[src/rtl/mux_pkg.sv]
`default_nettype none
// ============================================================================
//  Module   : mux_pkg
//  Brief    : Shared types and constants for the mux_4by1_rr combiner.
//  Options  : MUX_FIXED_PRIO_EN (consumed by rr_arb4; selects fixed priority)
//  Revision : 1.0 - initial release
// ============================================================================
package mux_pkg;

    localparam int NUM_CH = 4;
    localparam int SEL_W  = 2;

    typedef enum logic {
        EMPTY = 1'b0,
        FULL  = 1'b1
    } mux_state_t;

    typedef logic [SEL_W-1:0] ch_sel_t;

    // Expand a channel index into the matching one-hot ready vector
    function automatic logic [NUM_CH-1:0] sel_to_onehot(input ch_sel_t sel);
        logic [NUM_CH-1:0] vec;
        vec      = '0;
        vec[sel] = 1'b1;
        return vec;
    endfunction

endpackage
`default_nettype wire

[src/rtl/rr_arb4.sv]
`default_nettype none
// ============================================================================
//  Module   : rr_arb4
//  Brief    : Combinational 4-way arbiter. Searches req starting at ptr and
//             wrapping mod 4; the first requester found is granted.
//  Options  : MUX_FIXED_PRIO_EN - search always starts at channel 0, so
//             channel 0 is highest priority and ptr is ignored.
//  Revision : 1.0 - initial release
// ============================================================================
module rr_arb4
    import mux_pkg::*;
(
    input  logic [NUM_CH-1:0] req,
    input  logic [SEL_W-1:0]  ptr,
    output logic              gnt_vld,
    output logic [SEL_W-1:0]  gnt_idx
);

    ch_sel_t start;
    ch_sel_t cand;

`ifdef MUX_FIXED_PRIO_EN
    // Priority is fixed; the pointer input is kept only for a uniform interface
    logic unused_ptr;
    assign unused_ptr = ^ptr;
    assign start      = '0;
`else
    assign start      = ptr;
`endif

    // Walk offsets from farthest to nearest so the nearest requester wins
    always_comb begin
        gnt_vld = 1'b0;
        gnt_idx = '0;
        cand    = '0;
        for (int i = NUM_CH - 1; i >= 0; i--) begin
            cand = start + SEL_W'(i);
            if (req[cand]) begin
                gnt_vld = 1'b1;
                gnt_idx = cand;
            end
        end
    end

endmodule
`default_nettype wire

[src/rtl/mux_4by1_rr.sv]
`default_nettype none
// ============================================================================
//  Module   : mux_4by1_rr
//  Brief    : Sequential 4:1 combining mux. Four valid/ready input channels
//             are arbitrated onto one registered output beat tagged with its
//             source channel (out_sel), ready for a downstream 1:4 demux.
//  Options  : MUX_FIXED_PRIO_EN - fixed priority (ch0 highest), no rr_ptr.
//             Default build is round-robin.
//  Revision : 1.0 - initial release
// ============================================================================
module mux_4by1_rr
    import mux_pkg::*;
#(
    parameter int WIDTH = 8
) (
    input  logic                    clk,
    input  logic                    rst,
    input  logic [NUM_CH-1:0]       in_valid,
    input  logic [NUM_CH*WIDTH-1:0] in_data,
    output logic [NUM_CH-1:0]       in_ready,
    output logic                    out_valid,
    output logic [WIDTH-1:0]        out_data,
    output logic [SEL_W-1:0]        out_sel,
    input  logic                    out_ready
);

    mux_state_t       state;
    mux_state_t       state_next;
    ch_sel_t          arb_ptr;
    logic             gnt_vld;
    ch_sel_t          gnt_idx;
    logic             can_load;
    logic             xfer;
    logic [WIDTH-1:0] ch_data [NUM_CH];

    // Split the packed input bus into per-channel words
    for (genvar k = 0; k < NUM_CH; k++) begin : g_unpack
        assign ch_data[k] = in_data[k*WIDTH +: WIDTH];
    end

    rr_arb4 u_arb (
        .req     (in_valid),
        .ptr     (arb_ptr),
        .gnt_vld (gnt_vld),
        .gnt_idx (gnt_idx)
    );

`ifdef MUX_FIXED_PRIO_EN
    assign arb_ptr = '0;
`else
    ch_sel_t rr_ptr;

    // Pointer moves just past the last winner, only when a beat is taken
    always_ff @(posedge clk) begin
        if (rst) begin
            rr_ptr <= '0;
        end else if (xfer) begin
            rr_ptr <= gnt_idx + SEL_W'(1);
        end
    end

    assign arb_ptr = rr_ptr;
`endif

    // The single output slot can accept a beat when empty or draining now
    assign can_load  = (state == EMPTY) || out_ready;
    assign out_valid = (state == FULL);
    assign xfer      = |(in_ready & in_valid);

    // Ready goes only to the winner and never depends on data or during reset
    always_comb begin
        in_ready = '0;
        if (!rst && gnt_vld && can_load) begin
            in_ready = sel_to_onehot(gnt_idx);
        end
    end

    // State register
    always_ff @(posedge clk) begin
        if (rst) begin
            state <= EMPTY;
        end else begin
            state <= state_next;
        end
    end

    // Next state: load fills the slot, drain without refill empties it
    always_comb begin
        state_next = state;
        case (state)
            EMPTY: begin
                if (xfer) begin
                    state_next = FULL;
                end
            end
            FULL: begin
                if (out_ready && !xfer) begin
                    state_next = EMPTY;
                end
            end
            default: begin
                state_next = EMPTY;
            end
        endcase
    end

    // Output beat registers change only on a load; draining leaves them as is
    always_ff @(posedge clk) begin
        if (rst) begin
            out_data <= '0;
            out_sel  <= '0;
        end else if (xfer) begin
            out_data <= ch_data[gnt_idx];
            out_sel  <= gnt_idx;
        end
    end

endmodule
`default_nettype wire

[config.mk]
export PLATFORM = sky130hd
export DESIGN_NAME = mux_4by1_rr
export DESIGN_NICKNAME = d
export VERILOG_FILES = /design/src/rtl/mux_pkg.sv /design/src/rtl/rr_arb4.sv /design/src/rtl/mux_4by1_rr.sv
export SDC_FILE = /design/constraint.sdc
export NUM_CORES = 1
export LEC_CHECK = 0
export BUFFER_PORTS_ARGS = -buffer_cell sky130_fd_sc_hd__buf_2
export CAP_MARGIN = 40
export CORE_ASPECT_RATIO = 1.5
export CORE_MARGIN = 2
export CORE_UTILIZATION = 40
export DETAILED_ROUTE_END_ITERATION = 10
export GPL_ROUTABILITY_DRIVEN = 1
export HOLD_SLACK_MARGIN = 0.03
export PLACE_DENSITY = 0.86
export SYNTH_ARGS = -nofsm -noshare
export SYNTH_HDL_FRONTEND = slang
export SYNTH_HIERARCHICAL = 1
export SYNTH_SLANG_ARGS = --single-unit
[constraint.sdc]
create_clock -name clk -period 2.5 [get_ports clk]
set_clock_uncertainty 0.1 [all_clocks]
set_input_delay 0.25 -clock clk [delete_from_list [all_inputs] [get_ports clk]]
set_output_delay 0.25 -clock clk [all_outputs]
set_load 0.02 [all_outputs]
==> results.md, run 1 <==
- CP Cell Sequence: nand2b_1 > a21oi_1 > a211oi_2 > inv_1 > ha_1 > a22o_4 > o2111ai_4 > buf_4 > mux2i_1
- Status: complete, no violations
- Final routed DRC violation total: 0
- Dpl hpwl: 2.03 mm
- Gr ovfl total: 0
- Deepest clock path buffer count: 2
- H-tree depth: 1
- Root Driver: clkbuf_4
- Synthesized flop and latch total: 13
- Top Family by Delay on Critical Path: compound AO/OA/AOI/OAI gates
- Top FF cell, synth: dfxtp_1
- FF-to-FF path depth: 9
- Total Routing Usage GR: 18.6%
- Area contributors post-synth: dfxtp_1 (26%), mux4_1 (16%), o221ai_1 (7.0%), nand2b_1 (6.9%), ha_1 (5.0%)
- Sequential share of power: 32.2%
- Count leader, synth: dfxtp_1
- Nets: 197
- Cells on Worst Hold Path: 2
- PwrDens: 734 nW/µm²
- Place WS: 0.00394 ns
- Psw: 0.391 mW
- Die width: 44.8 µm
- R2R Path Start: arb_ptr[1]$_SDFFE_PP0P_
- YS warnings: 6
- Initial antenna violation count: 0
- Layout cells sized above 1: 45.1%
- Routed vias/inst: 5.59
- Core ar.: 2420 µm²
- Worst-Margin Slew: 0.378 ns
- WL final: 2.53 mm
- Synth Instances: 97
- Die span in y: 65.3 µm
- Gate power share: 54.4%
- Ys async rst share: 0%
- Drt first pass iters: 4
- Initial core utilization: 41.3%
- Hold path start: rst
- Die area: 2930 µm²
- Iteration-0 DRC count of the detailed router: 33
- Period utilization: 96.5%
- Crit-path max FO: 11
- CP required: 2.61 ns
- Site row count: 22
- Mapped Area: 1000 µm²
- Switching share of power: 40.2%
- Number of stages on the worst setup path: 9
- Clock Latency Late Sink: 0.27 ns
- First-pass GRT wire length: 4.07 mm
- Antenna Nets Post-Route: 0
- N_diodes: 0
- Fmax: 415 MHz
- Worst vdd rail ir drop: 0.284 mV
- Power Internal: 0.581 mW
- Fill cell count: 221
- Hold Crit Class: in2reg
- Max stage delay on crit path: 0.45 ns
- Yosys cell types: 26
- Reg2reg end: out_sel[1]$_SDFFE_PP0P_
- Post-Syn Nets: 140
- Worst hold slack: 0.178 ns
- WL/cell: 14.3 µm
- Clock share of power: 13.4%
- Crit path buf inv count: 2
- CTS Sinks: 13
- CTS Hold Bufs: 0
- Ports: 54
- Worst rel slew slack: 74.8%
- Final Hold Viols: 0
- Final WS setup: 0.0882 ns
- Final slew viol count: 0
- Met2 Use GR: 33.9%
- Worst path slowest cell: dfxtp_1
- Vias in the first global route: 985
- I/O Buffers: 53
- Reg clk slew, reported paths: 0.07 ns
- Reg2reg setup slack: 0.09 ns
- Worst EP arrival: 2.52 ns
- Crit Path Class: reg2reg
- Post-synth top cells: dfxtp_1 (13), inv_1 (11), nand2b_1 (11)
- Routed vias: 990
- CP endpoint kind: flop
- Met3 usage: 0.275%
- Top Usage Layer GRT: met2
- Register area share after synthesis: 26.0%
- Final setup viols: 0
- Largest net degree at the start of global routing: 14
- Met1 Use GR: 20.3%
- Top cell type's share of synthesized area: 26.0%
- Area delta synth->final: 32.3%
- Pleak: 0.661 nW
- CTS Buf Count: 3
- Hold path endpoint: out_valid$_SDFF_PP0_
- Dominant cell type by area after synthesis: dfxtp_1
- CTS tree: built
- GPL Wtd Cong: 0.915
- Post-route minimum period: 2.41 ns
- Syn Area/Cell: 10.3 µm²
- Type of origin of the critical path: flop
- Maxcap violations: 0
- EDFF count, synth: 0
[per-layer routing]
metal / wire length (µm) / share of wire, %
met1: 916 / 36
met2: 1370 / 54
met5: 0 / 0
met3: 150 / 5.9
met4: 94 / 3.7
[flip-flops by register name, summed over array words and instances, names as in the netlist]
signal / cells
out_valid: 1
out_sel: 2
arb_ptr: 2
out_data: 8
[kinds of logic (layout without fill, tap and decap cells)]
group           count (synthesis)  count (layout)  share of synthesized area, %
simple gates                   36              36                          20.4
buf+inv                        16              72                          7.75
compound gates                 15              15                          15.4
mux                            13              13                          25.5
flops                          13              13                          26.0
fa+ha+maj                       4               4                          5.00
[per-stage QoR]
step / total power [mW] / instances / instance area [µm²] / setup TNS (ns) / util, %
after floorplan: 0.684 / 97 / 1000 / 0 / -
after global placement: 0.815 / 172 / 1280 / 0 / 52.9
after detailed placement: 0.834 / 172 / 1280 / 0 / 52.9
after CTS: 0.966 / 176 / 1310 / 0 / 54.1
after global routing: 1.03 / 177 / 1320 / -0.436 / 54.6
final: 0.971 / 177 / 1320 / 0 / 54.6
[repair_timing]
action | in CTS | in global routing
gates resized for setup | 1 | 1
pin swaps | 1 | 2
buffers inserted | 0 | 1
setup endpoints to repair | 9 | 13
[layout by cell type, fill, tap and decap left out]
cell | synthesis | routed
a211oi_1 | 1 | 1
a211oi_2 | 1 | 1
a21oi_1 | 2 | 2
a22o_2 | 1 | 1
a22o_4 | 1 | 1
and2_1 | 4 | 4
and3_1 | 1 | 1
buf_2 | 2 | 53
buf_4 | 0 | 4
clkbuf_1 | 1 | 1
clkbuf_4 | 0 | 3
dfxtp_1 | 13 | 13
ha_1 | 4 | 4
inv_1 | 11 | 11
mux2_1 | 1 | 1
mux2_2 | 1 | 1
mux2i_1 | 3 | 3
mux4_1 | 6 | 6
mux4_2 | 2 | 2
nand2_1 | 4 | 4
nand2b_1 | 11 | 11
nor2_1 | 5 | 4
nor2_2 | 0 | 1
nor2b_1 | 2 | 2
nor3b_2 | 0 | 1
o2111ai_4 | 1 | 1
o221ai_1 | 8 | 8
or3_1 | 8 | 8
[power by group through the flow]
| stage | sequential, mW | clock, mW | combinational [mW] |
|---|---|---|---|
| after floorplan | 0.383 | 0 | 0.301 |
| after global placement | 0.314 | 0 | 0.501 |
| after detailed placement | 0.319 | 0 | 0.515 |
| after CTS | 0.313 | 0.131 | 0.522 |
| after global routing | 0.318 | 0.138 | 0.575 |
| final | 0.313 | 0.130 | 0.528 |
[worst max path at each step]
stage / startpoint / end / slack (ns)
4_1_cts: arb_ptr[0]$_SDFFE_PP0P_ / out_data[4]$_SDFFE_PP0P_ / 0.06
2_1_floorplan: arb_ptr[1]$_SDFFE_PP0P_ / arb_ptr[1]$_SDFFE_PP0P_ / 0.17
5_1_grt: arb_ptr[1]$_SDFFE_PP0P_ / out_sel[0]$_SDFFE_PP0P_ / -0.06
3_5_place_dp: arb_ptr[0]$_SDFFE_PP0P_ / out_data[4]$_SDFFE_PP0P_ / 0.004
6_report: arb_ptr[1]$_SDFFE_PP0P_ / out_sel[1]$_SDFFE_PP0P_ / 0.09
3_3_place_gp: in_valid[1] / out_sel[0]$_SDFFE_PP0P_ / 0.18
[area by class of cell]
cell class | count | area, µm² | area share [%]
multi-input combinational | 68 | 671 | 50.7
tap | 24 | 30.0 | 2.27
inverter | 11 | 41.3 | 3.12
sequential | 13 | 260 | 19.7
timing repair buffer | 57 | 295 | 22.3
clock buffer | 4 | 26.3 | 1.98
[worst reg2reg max path, delay by kind of cell, from the launching register on]
family / cells / cell delay [ns]
adders and majority gates: 1 / 0.25
buffers and inverters: 2 / 0.36
AOI/OAI and AO/OA: 4 / 0.85
muxes: 1 / 0.20
DFF: 1 / 0.45
and+or+nand+nor: 1 / 0.14
No activity file was read; power rests on OpenSTA's default activity.
==> inputs of run 2 (changes only) <==
- CORE_ASPECT_RATIO: 1.5 -> default
- CTS_CLUSTER_SIZE: default -> 8
==> run 2 against run 1 <==
Compared with the run above:
- the run now ends with setup timing left
- final cell count is 4.5% higher
- die area is 0.28% lower
- cell area is 1.4% higher
- via count is 1.8% lower
- sequential share of layout area is 0.18 points lower
- routed wire length is 3.3% higher
- worst hold slack worse by 0.0064 ns
- total power is 1.8% higher
- sequential power hardly changed
- fmax is 3.6% lower
- critical path depth is 1 lower
- largest power group unchanged
==> results.md, run 2 (synthesis gave the netlist of run 1 again) <==
- Reg clk slew, reported paths: 0.08 ns
- CTS tree: built
- Number of flip-flops in the largest register: 8
- Worst hold slack: 0.172 ns
- Multi-input gate area: 666 µm²
- Ports: 54
- Post-route minimum period: 2.50 ns
- Iteration-0 DRC count of the detailed router: 14
- Fill cell count: 216
- Nets: 199
- Crit Path Class: reg2reg
- Drt first pass iters: 4
- Sum Neg Setup Slack: -0.00597 ns
- Largest net degree at the start of global routing: 14
- Top reg by flops: out_data
- Failing checks: setup timing
- Final routed DRC violation total: 0
- Die span in y: 54.0 µm
- Initial antenna violation count: 0
- Die width: 54.0 µm
- First-pass GRT wire length: 3.73 mm
- Commonest non-fill, non-tap cell in the layout: buf_2
- Fmax: 400 MHz
- Total Routing Usage GR: 18.0%
- Period utilization: 100%
- CP Cell Sequence: nor3b_1 > a211oi_1 > nor2_2 > buf_4 > ha_1 > a22o_2 > o2111ai_4 > mux2_1
- CTS Sinks: 13
- FF/Latch Area: 262 µm²
- I/O Buffers: 53
- Core ar.: 2430 µm²
- Final slew viol count: 0
- N_diodes: 0
- Site row count: 18
- Area delta synth->final: 34.1%
- Final setup viols: 2
- Most frequent cells in the layout: buf_2 (53), dfxtp_1 (12), inv_1 (11), nand2b_1 (11)
- Final WS setup: -0.00306 ns
- Root Driver: clkbuf_4
- CTS Buf Count: 3
- CP required: 2.57 ns
- Antenna Nets Post-Route: 0
- Status: finished, violations left
- Worst EP arrival: 2.57 ns
- Worst path slowest cell: dfxtp_1
- Worst-Margin Slew: 0.399 ns
- Final Hold Viols: 0
- Pleak: 0.668 nW
- H-tree depth: 1
- WL/cell: 14.1 µm
- PwrDens: 736 nW/µm²
- Deepest clock path buffer count: 2
- Worst vdd rail ir drop: 0.410 mV
- Routed vias/inst: 5.25
- Vias in the first global route: 891
- Layout cells sized above 1: 45.8%
- Type of origin of the critical path: flop
- Final core occ: 55.2%
- Max stage delay on crit path: 0.43 ns
- Hold Crit Class: in2reg
- GPL Wtd Cong: 0.814
- Crit-path max FO: 9
- WL final: 2.61 mm
- Maxcap violations: 0
- Die area: 2920 µm²
- Clock Latency Late Sink: 0.28 ns
- Dpl hpwl: 2.03 mm
- Initial core utilization: 41.2%
- Worst rel slew slack: 73.4%
- CP endpoint kind: flop
- Routed vias: 972
- Gr ovfl total: 0
run 2: changes by cell type in the layout (fill, tap and decap cells not counted):
cell     change
nor3b_1      +1
dfxtp_1      -1
buf_4        +2
nor3b_2      -1
dfxtp_2      +1
run 2: layout make-up:
cell class | count | area share (%)
multi-input combinational | 68 | 49.6
timing repair buffer | 59 | 23.1
sequential | 13 | 19.5
inverter | 11 | 3.08
tap | 30 | 2.80
clock buffer | 4 | 1.96
run 2: metrics by stage:
step | std cells | power, mW | instance area, µm² | setup WS, ns
6_report | 185 | 0.989 | 1340 | -0.00306
5_1_grt | 185 | 1.05 | 1340 | -0.0419
4_1_cts | 183 | 0.974 | 1330 | 0.119
3_5_place_dp | 179 | 0.841 | 1300 | -0.00148
3_3_place_gp | 179 | 0.820 | 1300 | 0.123
2_1_floorplan | 97 | 0.684 | 1000 | 0.168
run 2: worst paths after layout:
check	startpoint	endpoint	slack, ns	cells after the start
worst max-delay path	arb_ptr[1]$_SDFFE_PP0P_	arb_ptr[0]$_SDFFE_PP0P_	-0.003	8
worst min-delay path	rst	out_valid$_SDFF_PP0_	0.17	2
worst max register to register	arb_ptr[1]$_SDFFE_PP0P_	arb_ptr[0]$_SDFFE_PP0P_	-0.003	8
worst min register to register	out_sel[0]$_SDFFE_PP0P_	out_sel[0]$_SDFFE_PP0P_	0.37	2
run 2: routing by layer:
layer / wire, µm / vias to the layer above / global-route usage, %
li1: - / 478 / -
met1: 1060 / 450 / 20.8
met2: 1370 / 40 / 32.1
met3: 130 / 4 / 1.94
met4: 44 / 0 / 9.58
met5: 0 / - / 0
run 2: timing repair:
action / CTS / global route
hold buffers: 0 / 0
gates resized for setup: 1 / 1
pin swaps: 0 / 1
setup endpoints to repair: 2 / 11
buffers inserted: 0 / 2
run 2: where the power goes:
group / internal (mW) / total [mW] / switching (mW)
registers: 0.273 / 0.313 / 0.0401
clock network: 0.0620 / 0.134 / 0.0720
logic: 0.254 / 0.541 / 0.288
total: 0.589 / 0.989 / 0.400
run 2: critical path, delay by kind of cell (launching register included):
kind,cells,cell delay [ns]
flip-flops,1,0.43
AO/OA/AOI/OAI,3,0.93
buffers and inverters,1,0.16
multiplexers,1,0.35
AND/OR/NAND/NOR,2,0.24
adder cells (fa/ha/maj),1,0.18
